**config.mk**
```make
export PLATFORM = sky130hd
export DESIGN_NAME = m_axi_ctrl
export DESIGN_NICKNAME = d
export VERILOG_FILES = /design/src/rtl/m_axi_ctrl.sv
export SDC_FILE = /design/constraint.sdc
export NUM_CORES = 1
export LEC_CHECK = 0
export ABC_AREA = 1
export CORE_UTILIZATION = 44
export CTS_CLUSTER_SIZE = 40
export DETAILED_ROUTE_END_ITERATION = 8
export GPL_ROUTABILITY_DRIVEN = 0
export PLACE_DENSITY = 0.86
export SYNTH_ARGS = -nofsm -noshare
export SYNTH_HDL_FRONTEND = slang
export SYNTH_SLANG_ARGS = --single-unit
```
**constraint.sdc**
```tcl
create_clock -name clk -period 2.7 [get_ports clk]
set_input_delay 0.54 -clock clk [delete_from_list [all_inputs] [get_ports clk]]
set_output_delay 0.54 -clock clk [all_outputs]
set_load 0.05 [all_outputs]
```
**src/rtl/m_axi_ctrl.sv**
```systemverilog
// rtl/m_axi_ctrl.sv - single-beat AXI initiator for the control bus
// Optional ID check on bid_i/rid_i is enabled by defining M_AXI_ID_CHECK_EN.
module m_axi_ctrl #(
  parameter logic [3:0] ID_BASE = 4'h0,
  parameter int         ID_INCR = 1
) (
  input  logic        clk,
  input  logic        areset,
  input  logic        cmd_valid_i,
  output logic        cmd_ready_o,
  input  logic        cmd_write_i,
  input  logic [31:0] cmd_addr_i,
  input  logic [31:0] cmd_wdata_i,
  input  logic [3:0]  cmd_wstrb_i,
  output logic        rsp_valid_o,
  input  logic        rsp_ready_i,
  output logic        rsp_write_o,
  output logic [31:0] rsp_rdata_o,
  output logic [1:0]  rsp_resp_o,
  output logic [3:0]  awid_o,
  output logic [31:0] awaddr_o,
  output logic        awvalid_o,
  input  logic        awready_i,
  output logic [3:0]  wid_o,
  output logic [31:0] wdata_o,
  output logic [3:0]  wstrb_o,
  output logic        wlast_o,
  output logic        wvalid_o,
  input  logic        wready_i,
  input  logic [3:0]  bid_i,
  input  logic [1:0]  bresp_i,
  input  logic        bvalid_i,
  output logic        bready_o,
  output logic [3:0]  arid_o,
  output logic [31:0] araddr_o,
  output logic        arvalid_o,
  input  logic        arready_i,
  input  logic [3:0]  rid_i,
  input  logic [31:0] rdata_i,
  input  logic [3:0]  rstrb_i,
  input  logic        rlast_i,
  input  logic        rvalid_i,
  output logic        rready_o
);

  typedef enum logic [2:0] {IDLE, WR_REQ, WR_RESP, RD_REQ, RD_DATA, RSP} state_t;

  state_t     state;
  logic [3:0] id;
  logic       aw_done;
  logic       w_done;
  logic       aw_hs;
  logic       w_hs;
  logic       b_id_bad;
  logic       r_id_bad;

  assign aw_hs   = awvalid_o && awready_i;
  assign w_hs    = wvalid_o && wready_i;
  assign wlast_o = wvalid_o;

`ifdef M_AXI_ID_CHECK_EN
  logic unused_in;
  assign unused_in = ^rstrb_i;
  assign b_id_bad  = (bid_i != id);
  assign r_id_bad  = (rid_i != id);
`else
  logic unused_in;
  assign unused_in = ^{rstrb_i, bid_i, rid_i};
  assign b_id_bad  = 1'b0;
  assign r_id_bad  = 1'b0;
`endif

  always_ff @(posedge clk) begin
    if (areset) begin
      state       <= IDLE;
      id          <= ID_BASE;
      aw_done     <= 1'b0;
      w_done      <= 1'b0;
      cmd_ready_o <= 1'b0;
      rsp_valid_o <= 1'b0;
      rsp_write_o <= 1'b0;
      rsp_rdata_o <= '0;
      rsp_resp_o  <= '0;
      awid_o      <= '0;
      awaddr_o    <= '0;
      awvalid_o   <= 1'b0;
      wid_o       <= '0;
      wdata_o     <= '0;
      wstrb_o     <= '0;
      wvalid_o    <= 1'b0;
      bready_o    <= 1'b0;
      arid_o      <= '0;
      araddr_o    <= '0;
      arvalid_o   <= 1'b0;
      rready_o    <= 1'b0;
    end else begin
      case (state)
        IDLE: begin
          if (cmd_ready_o && cmd_valid_i) begin
            cmd_ready_o <= 1'b0;
            if (cmd_write_i) begin
              awid_o    <= id;
              awaddr_o  <= cmd_addr_i;
              awvalid_o <= 1'b1;
              wid_o     <= id;
              wdata_o   <= cmd_wdata_i;
              wstrb_o   <= cmd_wstrb_i;
              wvalid_o  <= 1'b1;
              aw_done   <= 1'b0;
              w_done    <= 1'b0;
              state     <= WR_REQ;
            end else begin
              arid_o    <= id;
              araddr_o  <= cmd_addr_i;
              arvalid_o <= 1'b1;
              state     <= RD_REQ;
            end
          end else begin
            cmd_ready_o <= 1'b1;
          end
        end
        // AW and W complete independently; B is only opened once both are done.
        WR_REQ: begin
          if (aw_hs) begin
            awvalid_o <= 1'b0;
            aw_done   <= 1'b1;
          end
          if (w_hs) begin
            wvalid_o <= 1'b0;
            w_done   <= 1'b1;
          end
          if ((aw_done || aw_hs) && (w_done || w_hs)) begin
            bready_o <= 1'b1;
            state    <= WR_RESP;
          end
        end
        WR_RESP: begin
          if (bvalid_i) begin
            bready_o    <= 1'b0;
            rsp_valid_o <= 1'b1;
            rsp_write_o <= 1'b1;
            rsp_rdata_o <= '0;
            rsp_resp_o  <= b_id_bad ? 2'b10 : bresp_i;
            state       <= RSP;
          end
        end
        RD_REQ: begin
          if (arready_i) begin
            arvalid_o <= 1'b0;
            rready_o  <= 1'b1;
            state     <= RD_DATA;
          end
        end
        // A single-beat read must carry rlast; a missing rlast is reported as SLVERR.
        RD_DATA: begin
          if (rvalid_i) begin
            rready_o    <= 1'b0;
            rsp_valid_o <= 1'b1;
            rsp_write_o <= 1'b0;
            rsp_rdata_o <= rdata_i;
            rsp_resp_o  <= (r_id_bad || !rlast_i) ? 2'b10 : 2'b00;
            state       <= RSP;
          end
        end
        RSP: begin
          if (rsp_ready_i) begin
            rsp_valid_o <= 1'b0;
            cmd_ready_o <= 1'b1;
            if (ID_INCR != 0) id <= id + 4'd1;
            state <= IDLE;
          end
        end
        default: state <= IDLE;
      endcase
    end
  end

endmodule
```
==> results of run 1 <==
## how the worst min path moves through the flow
stage                             start            end  cells past startpoint
after floorplan                  w_done         w_done                      2
after global placement    rsp_resp_o[1]  rsp_resp_o[1]                      2
after detailed placement  rsp_resp_o[0]  rsp_resp_o[0]                      2
after CTS                 rsp_resp_o[0]  rsp_resp_o[0]                      2
after global routing      rsp_resp_o[0]  rsp_resp_o[0]                      2
final                     rsp_resp_o[0]  rsp_resp_o[0]                      2
## synthesized netlist by cell type
| library cell | instances |
|---|---|
| dfxtp_1 | 159 |
| nand2_4 | 1 |
| nand2_1 | 34 |
| a22oi_1 | 32 |
| nand2_2 | 1 |
| nor2_1 | 247 |
| a21oi_1 | 25 |
| nand3b_1 | 1 |
| nor3_1 | 1 |
| buf_4 | 8 |
| nor2_4 | 1 |
| inv_1 | 21 |
| nor2_2 | 2 |
| inv_2 | 3 |
| nand4_1 | 4 |
| clkbuf_1 | 19 |
| buf_2 | 19 |
| nor3_4 | 2 |
| ha_1 | 1 |
| o21ai_0 | 83 |
| o21ai_1 | 36 |
| o211ai_1 | 1 |
| nand3_4 | 1 |
| nand3_1 | 10 |
| buf_6 | 6 |
## kinds of logic (layout without fill, tap and decap cells)
kind of cell,count (synthesis),count (layout),share of synthesized area
adder cells (fa/ha/maj),1,1,0.00216
flip-flops,159,159,0.551
AO/OA/AOI/OAI,177,177,0.167
AND/OR/NAND/NOR,305,305,0.213
buffers and inverters,76,333,0.0664
## flip-flops by register name, summed over array words and instances (netlist names), 4 cells and up
name,cells
wid_o,4
araddr_o,32
arid_o,4
awaddr_o,32
id,4
rsp_rdata_o,32
wdata_o,32
wstrb_o,4
## power by group through the flow
stage	clock (W)	combinational [W]	sequential (W)
floorplan	0	0.000846	0.00363
global placement	0	0.00243	0.00281
detailed placement	0	0.00245	0.00282
CTS	0.00249	0.00247	0.00278
global route	0.00262	0.00262	0.00282
finish	0.00245	0.00246	0.00278
## per-stage QoR
stage	power, W	setup WS [ns]	utilization
CTS	0.00773	0.511	0.714
global placement	0.00525	0.529	0.666
detailed placement	0.00528	0.491	0.666
floorplan	0.00447	0.999	-
finish	0.00769	0.503	0.714
global route	0.00806	0.472	0.714
## worst reg2reg max path: cells and delay by family (launching register included)
| kind | cells | cell delay [ns] |
|---|---|---|
| compound gates | 1 | 0.31 |
| flops | 1 | 0.56 |
| buf+inv | 1 | 0.16 |
| simple gates | 3 | 0.62 |
## area by class of cell
class | count | area [um2] | share of cell area
repair buffers | 277 | 2770 | 0.305
multi-input cells | 483 | 2210 | 0.244
inverters | 24 | 90.1 | 0.00992
flip-flops and latches | 159 | 3180 | 0.350
clock buffers | 22 | 474 | 0.0522
well taps | 172 | 215 | 0.0237
clock inverters | 10 | 135 | 0.0149
## per-layer routing
layer / vias to the layer above / GRT usage / share of wire
met5: - / 0 / 0
met4: 0 / 0.109 / 0.028
met3: 35 / 0.110 / 0.10
met2: 221 / 0.419 / 0.47
met1: 2583 / 0.272 / 0.40
li1: 2837 / - / -
==> run metrics, run 1 <==
CP max FO=2; Cells after DPL=around 1,100; peak supply drop=515 uV; Routed Antenna Nets=0; vias in the first global route=5,408; ANT cells=0; post-CTS setup buffers=0; Max stage delay on crit path=~0.87 ns; CTS tree=done; layout cells sized above 1=0.0523; Post-route DRC=0; internal power=0.00495 W; Max Fclk=455 MHz; combinational share of power=0.320; # rows=41; CP Launch Type=register; TritonRoute pass-1 iters=5; most common cell after layout, fill and taps aside=clkdlybuf4s50_1; distinct cell type count after synthesis=25; Hold Crit Class=register to register; io pins=280; net count after synthesis=844; Slew HR=0.608; Post-Syn Instances=slightly above 700; R2R Path End=rsp_rdata_o[12]; unrepaired setup endpoints after global routing=false; Final Instance Count excl. Fillers=around 1,100; Synth top area share=0.551; CP delay by family, top=buffers and inverters; Critical Path RT=around 2.2 ns; final slew viol count=0; first-pass GRT wire length=between 20 and 30 mm; number of stages on the worst setup path=1; status=finished clean; cts hold-fix bufs=0; worst setup path end=rsp_rdata_o[20]; Worst R2R Path Depth=5; CP Capture Type=output pin; Max H-tree Level=4; worst skew pair latency=roughly 0.42 ns; RR Startpoint=state[2]; via/cell ratio=~5; worst slew pin tran=0.587 ns; Layout area overhead=57.1%; hpwl dp=~11 mm; LEAKAGE=around 3.7 nW; reg2reg setup slack=0.93 ns; Critical path origin=rsp_rdata_o[20]; Initial Utilization=0.454; Synth Cell Area=~5800 um2; syn avg cell area=a little over 8 um2; total net switching power=0.00274 W; Gates resized, CTS repair=0; Core Area=around 13,000 um2; final setup TNS=0 ns; Buf/Inv on CP=1; Die X=117 um; largest net degree at the start of global routing=between 70 and 80; switch share=0.356; flops & latches, synth=159; GRT Residual Overflow=0; CP Class=register to output pin; Seq pwr share=0.361; DP Area=between 8000 and 9000 um2; Design Area, Final=9080 um2; Pwr Density=about 850 nW/um2; Slowest cell on crit path=clkdlybuf4s50_1; # port buffers=approximately 270; Max Root-Sink Buffers=2; number of DRC markers in iteration 0=~350; final hold violation count=0; Num CTS Buffers=17; Root Buffer=clkbuf_16; final clock skew=around 0.0071 ns; top cells by area, synth=dfxtp_1 55%, nor2_1 16%, o21ai_0 7.2%; commonest non-fill, non-tap cells in the layout=267 x clkdlybuf4s50_1, 247 x nor2_1, 159 x dfxtp_1; final-layout fill cell count=between 900 and 1,000; initial antenna violation count=0; vias=~5,700; clock slew at reported path FFs=about 0.06 ns; Clk pwr share=0.319; Max Cap Viol=0; Total Wirelength=17.0 mm; Die Area=13,600 um2; Die H=around 120 um; CP Cell Sequence=clkdlybuf4s50_1; Tcrit/Tclk final=0.814; register area share after synthesis=0.551; gr usage total=0.249; Arr. time, crit path=1.66 ns; final net count=1,088; dominant cell type by area after synthesis=dfxtp_1; warning count from the yosys run=0; CTS sink count=about 160; Tmin final=~2.2 ns; Avg WL per Cell=between 10 and 15 um; Final Setup Violations=0; final hold slack=roughly 0.46 ns
Note: power is estimated with default switching activity, not from simulation.
==> run 2: changes to the inputs <==
--- a/config.mk
+++ b/config.mk
@@ -6,11 +6,11 @@
 export NUM_CORES = 1
 export LEC_CHECK = 0
 export ABC_AREA = 1
-export CORE_UTILIZATION = 44
+export CORE_UTILIZATION = 37
 export CTS_CLUSTER_SIZE = 40
 export DETAILED_ROUTE_END_ITERATION = 8
 export GPL_ROUTABILITY_DRIVEN = 0
-export PLACE_DENSITY = 0.86
+export PLACE_DENSITY = 0.77
 export SYNTH_ARGS = -nofsm -noshare
 export SYNTH_HDL_FRONTEND = slang
 export SYNTH_SLANG_ARGS = --single-unit
==> constraint.sdc (replaced) <==
create_clock -name clk -period 1.8 [get_ports clk]
set_input_delay 0.36 -clock clk [delete_from_list [all_inputs] [get_ports clk]]
set_output_delay 0.36 -clock clk [all_outputs]
set_load 0.05 [all_outputs]
==> run metrics, run 2 (synthesis gave the netlist of run 1 again) <==
status=finished clean; worst slew pin tran=about 0.43 ns; Tcrit/Tclk final=0.867; CTS tree=done; RR Startpoint=state[2]; number of DRC markers in iteration 0=between 200 and 300; LEAKAGE=a little over 4 nW; Final Setup Violations=0; ANT cells=0; Avg WL per Cell=about 14 um; GRT Residual Overflow=0; layout cells sized above 1=0.226; Max H-tree Level=4; CP Class=input port to register; # port buffers=267; hpwl dp=about 11 mm; Min-Delay Endpoint=rsp_resp_o[1]; Slowest cell on crit path=clkdlybuf4s50_1; worst skew pair latency=0.42 ns; via/cell ratio=about 4.8; cts hold-fix bufs=0; unrepaired setup endpoints after global routing=false; final net count=between 1,000 and 1,500; Root Buffer=clkbuf_16; Die H=127 um; most common cell after layout, fill and taps aside=nor2_1; Max Root-Sink Buffers=2; CP Cell Sequence=clkdlybuf4s50_1 > inv_1 > nor3_4 > buf_12 > buf_12 > o21ai_0 > a21oi_1; Core Area=15,200 um2; final hold slack=roughly 0.46 ns; gr usage total=0.203; Critical Path RT=between 2 and 2.5 ns; clock slew at reported path FFs=approximately 0.060 ns; TritonRoute pass-1 iters=6; hold_sp=rsp_resp_o[1]; Initial Utilization=0.380; CP max FO=17; io pins=280; Hold Crit Class=register to register; Buf/Inv on CP=4; CP Launch Type=input port; Final Power=around 0.012 W; Max stage delay on crit path=roughly 0.59 ns; R2R Path End=rsp_rdata_o[14]; Num CTS Buffers=17; vias in the first global route=approximately 5,200; Die X=127 um; commonest non-fill, non-tap cells in the layout=247 x nor2_1, 171 x buf_4, 159 x dfxtp_1; reg2reg setup slack=0.28 ns; final hold violation count=0; Max Fclk=around 640 MHz; CTS sink count=about 160; first-pass GRT wire length=26.0 mm; Tmin final=approximately 1.6 ns; peak supply drop=about 770 uV; Die Area=between 15,000 and 20,000 um2; CP Capture Type=register; Total Wirelength=~16 mm; final clock skew=0.0110 ns; Routed Antenna Nets=0; Worst R2R Path Depth=8; # rows=45; hold depth=2; Post-route DRC=0; number of stages on the worst setup path=7; final slew viol count=0; Gates resized, CTS repair=0; Max Cap Viol=0; initial antenna violation count=0; final setup TNS=0 ns; Slew HR=0.717; vias=roughly 5,700; Layout area overhead=54.5%; Arr. time, crit path=between 1.5 and 2 ns; most frequent CP cell=buf_12; largest net degree at the start of global routing=63; post-CTS setup buffers=0; CP delay by family, top=buffers and inverters; Pwr Density=roughly 1300 nW/um2
run 2: changes by cell type in the layout (fill, tap and decap cells not counted), sizes merged:
cell,delta
buf,+172
bufinv,-1
clkinvlp,+2
clkdlybuf4s50,-155
clkbuf,-4
inv,+4
clkinv,-1
run 2: area by class of cell:
| type | count | area [um2] |
|---|---|---|
| Clock inverter | 14 | 158 |
| Fill cell | 1383 | 6270 |
| Sequential cell | 159 | 3180 |
| Clock buffer | 18 | 429 |
| Inverter | 24 | 90.1 |
| Tap cell | 188 | 235 |
| Multi-Input combinational cell | 483 | 2210 |
| Timing Repair Buffer | 294 | 2630 |
run 2: how the worst max path moves through the flow:
stage	start	slack (ns)	endpoint
final	cmd_write_i	0.24	wid_o[0]
after global placement	cmd_write_i	-0.14	wid_o[1]
after CTS	cmd_write_i	0.26	wid_o[0]
after detailed placement	cmd_write_i	-0.17	wid_o[2]
after floorplan	cmd_ready_o	0.1	araddr_o[22]
after global routing	state[2]	0.13	rsp_rdata_o[26]
run 2: power breakdown:
part,internal [W],switching [W],leakage (nW)
Clock,0.00206,0.00151,0.266
Combinational,0.00130,0.00250,2.55
Sequential,0.00392,0.000235,1.29
Total,0.00728,0.00424,4.10
run 2: per-stage QoR:
stage / setup WS [ns] / util / area, um2 / std cells
floorplan: 0.0994 / - / 5780 / 718
global placement: -0.139 / 0.549 / 8350 / 1148
detailed placement: -0.170 / 0.549 / 8350 / 1148
CTS: 0.264 / 0.588 / 8930 / 1180
global route: 0.126 / 0.588 / 8930 / 1180
finish: 0.239 / 0.588 / 8930 / 1180
run 2: metal layers:
| metal | vias up | share of wire | GRT usage |
|---|---|---|---|
| li1 | 2872 | - | - |
| met1 | 2556 | 0.43 | 0.247 |
| met2 | 205 | 0.46 | 0.331 |
| met3 | 29 | 0.081 | 0.0678 |
| met4 | 0 | 0.024 | 0.0826 |
| met5 | - | 0 | 0 |
run 2: worst reg2reg max path: cells and delay by family (launching register included):
family / cells / cell delay (ns)
buf+inv: 3 / 0.44
compound gates: 1 / 0.16
flops: 1 / 0.33
simple gates: 4 / 0.47
==> patch (settings of run 2) <==
Add a define of `M_AXI_ID_CHECK_EN`.
--- a/src/rtl/m_axi_ctrl.sv
+++ b/src/rtl/m_axi_ctrl.sv
@@ -1,5 +1,7 @@
 // rtl/m_axi_ctrl.sv - single-beat AXI initiator for the control bus
 // Optional ID check on bid_i/rid_i is enabled by defining M_AXI_ID_CHECK_EN.
+`define M_AXI_ID_CHECK_EN
+
 module m_axi_ctrl #(
   parameter logic [3:0] ID_BASE = 4'h0,
   parameter int         ID_INCR = 1
Function: changed (a bounded check fails within 10 cycles, from zero or initial values and one cycle with areset high).
==> patch against run 2 <==
- area after synthesis increased by 5.4%
- total power increased by 3.6%
- via count increased by 1.9%
- combinational power increased by 5.3%
- fmax increased by 0.67%
- cell area increased by 4.2%
- routed wire length increased by 8.6%
- setup slack improved by 0.010 ns
- die area increased by 5.3%
- sequential share of layout area decreased by 1.4 points
- sequential cell count unchanged
- critical path depth increased by 1
- worst hold slack improved by 0.0080 ns
- critical path type is now register to register
- largest cell class unchanged
==> patch: results (changes against run 2) <==
asr flop ratio synth -> 0 (unchanged)
syn_nets -> 856 (+1.4%)
switching part of the total -> 0.366 (-0.00203)
Worst path slowest cell -> dfxtp_1
CTS Buf Count -> 17 (unchanged)
first-pass GRT wire length -> 27.1 mm (+4.2%)
Detailed Place HPWL -> 12.7 mm (+11%)
Post-Synth Adder-Cell Area -> 0.00205 (-0.000110)
peak supply drop -> 0.709 mV (-8.1%)
clk slew on worst S/H paths -> 0.06 ns (about the same)
drt pass-1 iters -> 4 (-2)
sequential area share after synthesis -> 0.522 (-0.0280)
CP Max Fanout -> 6 (-11)
Leakage -> 4.21 nW (+2.7%)
sequential share of power -> 0.352 (-0.008)
CP peak stage delay -> 0.55 ns (-0.04 ns)
setup slack after layout -> 0.249 ns (+0.0104 ns)
Hold WS -> 0.463 ns (+0.00802 ns)
Clk pwr share -> 0.312 (+0.002)
Synth Area in Compound Gates -> 0.188 (+0.0202)
ANT nets after route -> 0 (unchanged)
Nets -> 1122 (+1.5%)
status -> complete, no violations
gr usage total -> 0.206 (+0.00270)
clk_lat worst skew -> 0.42 ns (about the same)
Data arrival, critical path -> 1.86 ns (-0.05 ns)
vias in the first global route -> 5450 (+4.6%)
port bufs -> 275 (+3.0%)
skew final -> 0.0110 ns (-0.0000547 ns)
synth cell count leaders -> nor2_1, dfxtp_1, o21ai_0
Netlist cell types -> 35 (+40%)
sw power -> 0.00437 W (+3.0%)
1st-iter DRT viols -> 228 (-16%)
largest net degree at the start of global routing -> 66 (+4.8%)
CTS H-Tree Depth -> 4 (unchanged)
root buffer cell -> clkbuf_16
vias -> 5767 (+1.9%)
Area contributors post-synth -> dfxtp_1, nor2_1, o21ai_0
WL per Instance -> 14.6 um (+4.6%)
worst r2r path cells -> 8 (unchanged)
Diodes inserted -> 0 (unchanged)
pre-CTS setup slack -> -0.0883 ns (+0.0818 ns)
Worst-Margin Slew -> 0.392 ns (-0.0326 ns)
Filler cells -> 1437 (+3.9%)
proportion of layout cells with a drive suffix above 1 -> 0.259 (+0.0329)
XOR/XNOR share of the synthesized area -> 0.00575 (+0.00575)
dominant synthesized flop cell -> dfxtp_1
-- patch: cell types whose count changed after synthesis, sizes merged, moves of 2 or more --
cell | run 2 | this run
nor2 | 250 | 253
a21oi | 25 | 28
xor2 | 0 | 4
buf | 33 | 35
o21ai | 119 | 121
inv | 24 | 20
-- patch: critical path, delay by kind of cell, from the launching register on --
family,cells,cell delay [ns]
AOI/OAI and AO/OA,1,0.09
and+or+nand+nor,5,0.52
buffers and inverters,2,0.28
DFF,1,0.55
-- patch: layer usage --
layer,track usage,up-vias,share of wire
met5,0,-,0
met4,0.0759,0,0.017
met3,0.0771,26,0.096
met2,0.357,208,0.48
met1,0.229,2611,0.41
li1,-,2922,-
-- patch: path summary, 6_finish.rpt --
kind | start | endpoint
worst max-delay path | state[1] | state[1]
worst min-delay path | rsp_write_o | rsp_write_o
worst max register to register | state[1] | state[1]
worst min register to register | rsp_write_o | rsp_write_o
-- patch: cell families (layout without fill, tap and decap cells) --
group,Yosys count,after routing
buffers and inverters,74,353
and+or+nand+nor,309,309
adders and majority gates,1,1
AOI/OAI and AO/OA,183,183
DFF,159,159
xor gates and xnor gates,4,4
-- patch: stage by stage --
step	TNS [ns]	cells	instance area [um^2]
after floorplan	0	730	6090
after global placement	-1.12	1193	8700
after detailed placement	-3.33	1193	8700
after CTS	0	1225	9310
after global routing	0	1225	9310
final	0	1225	9310
-- patch: what timing repair did --
action,4_1_cts,5_1_grt
hold buffers,0,0
gates resized for setup,0,1
setup endpoints to repair,0,5
-- patch: final cells by class --
cell class              instances  area, um^2  share of cell area
inverters                      21        80.1             0.00860
clock buffers                  20         457              0.0491
flip-flops and latches        159        3180               0.342
multi-input cells             497        2500               0.268
well taps                     216         270              0.0290
repair buffers                300        2670               0.286
clock inverters                12         156              0.0168
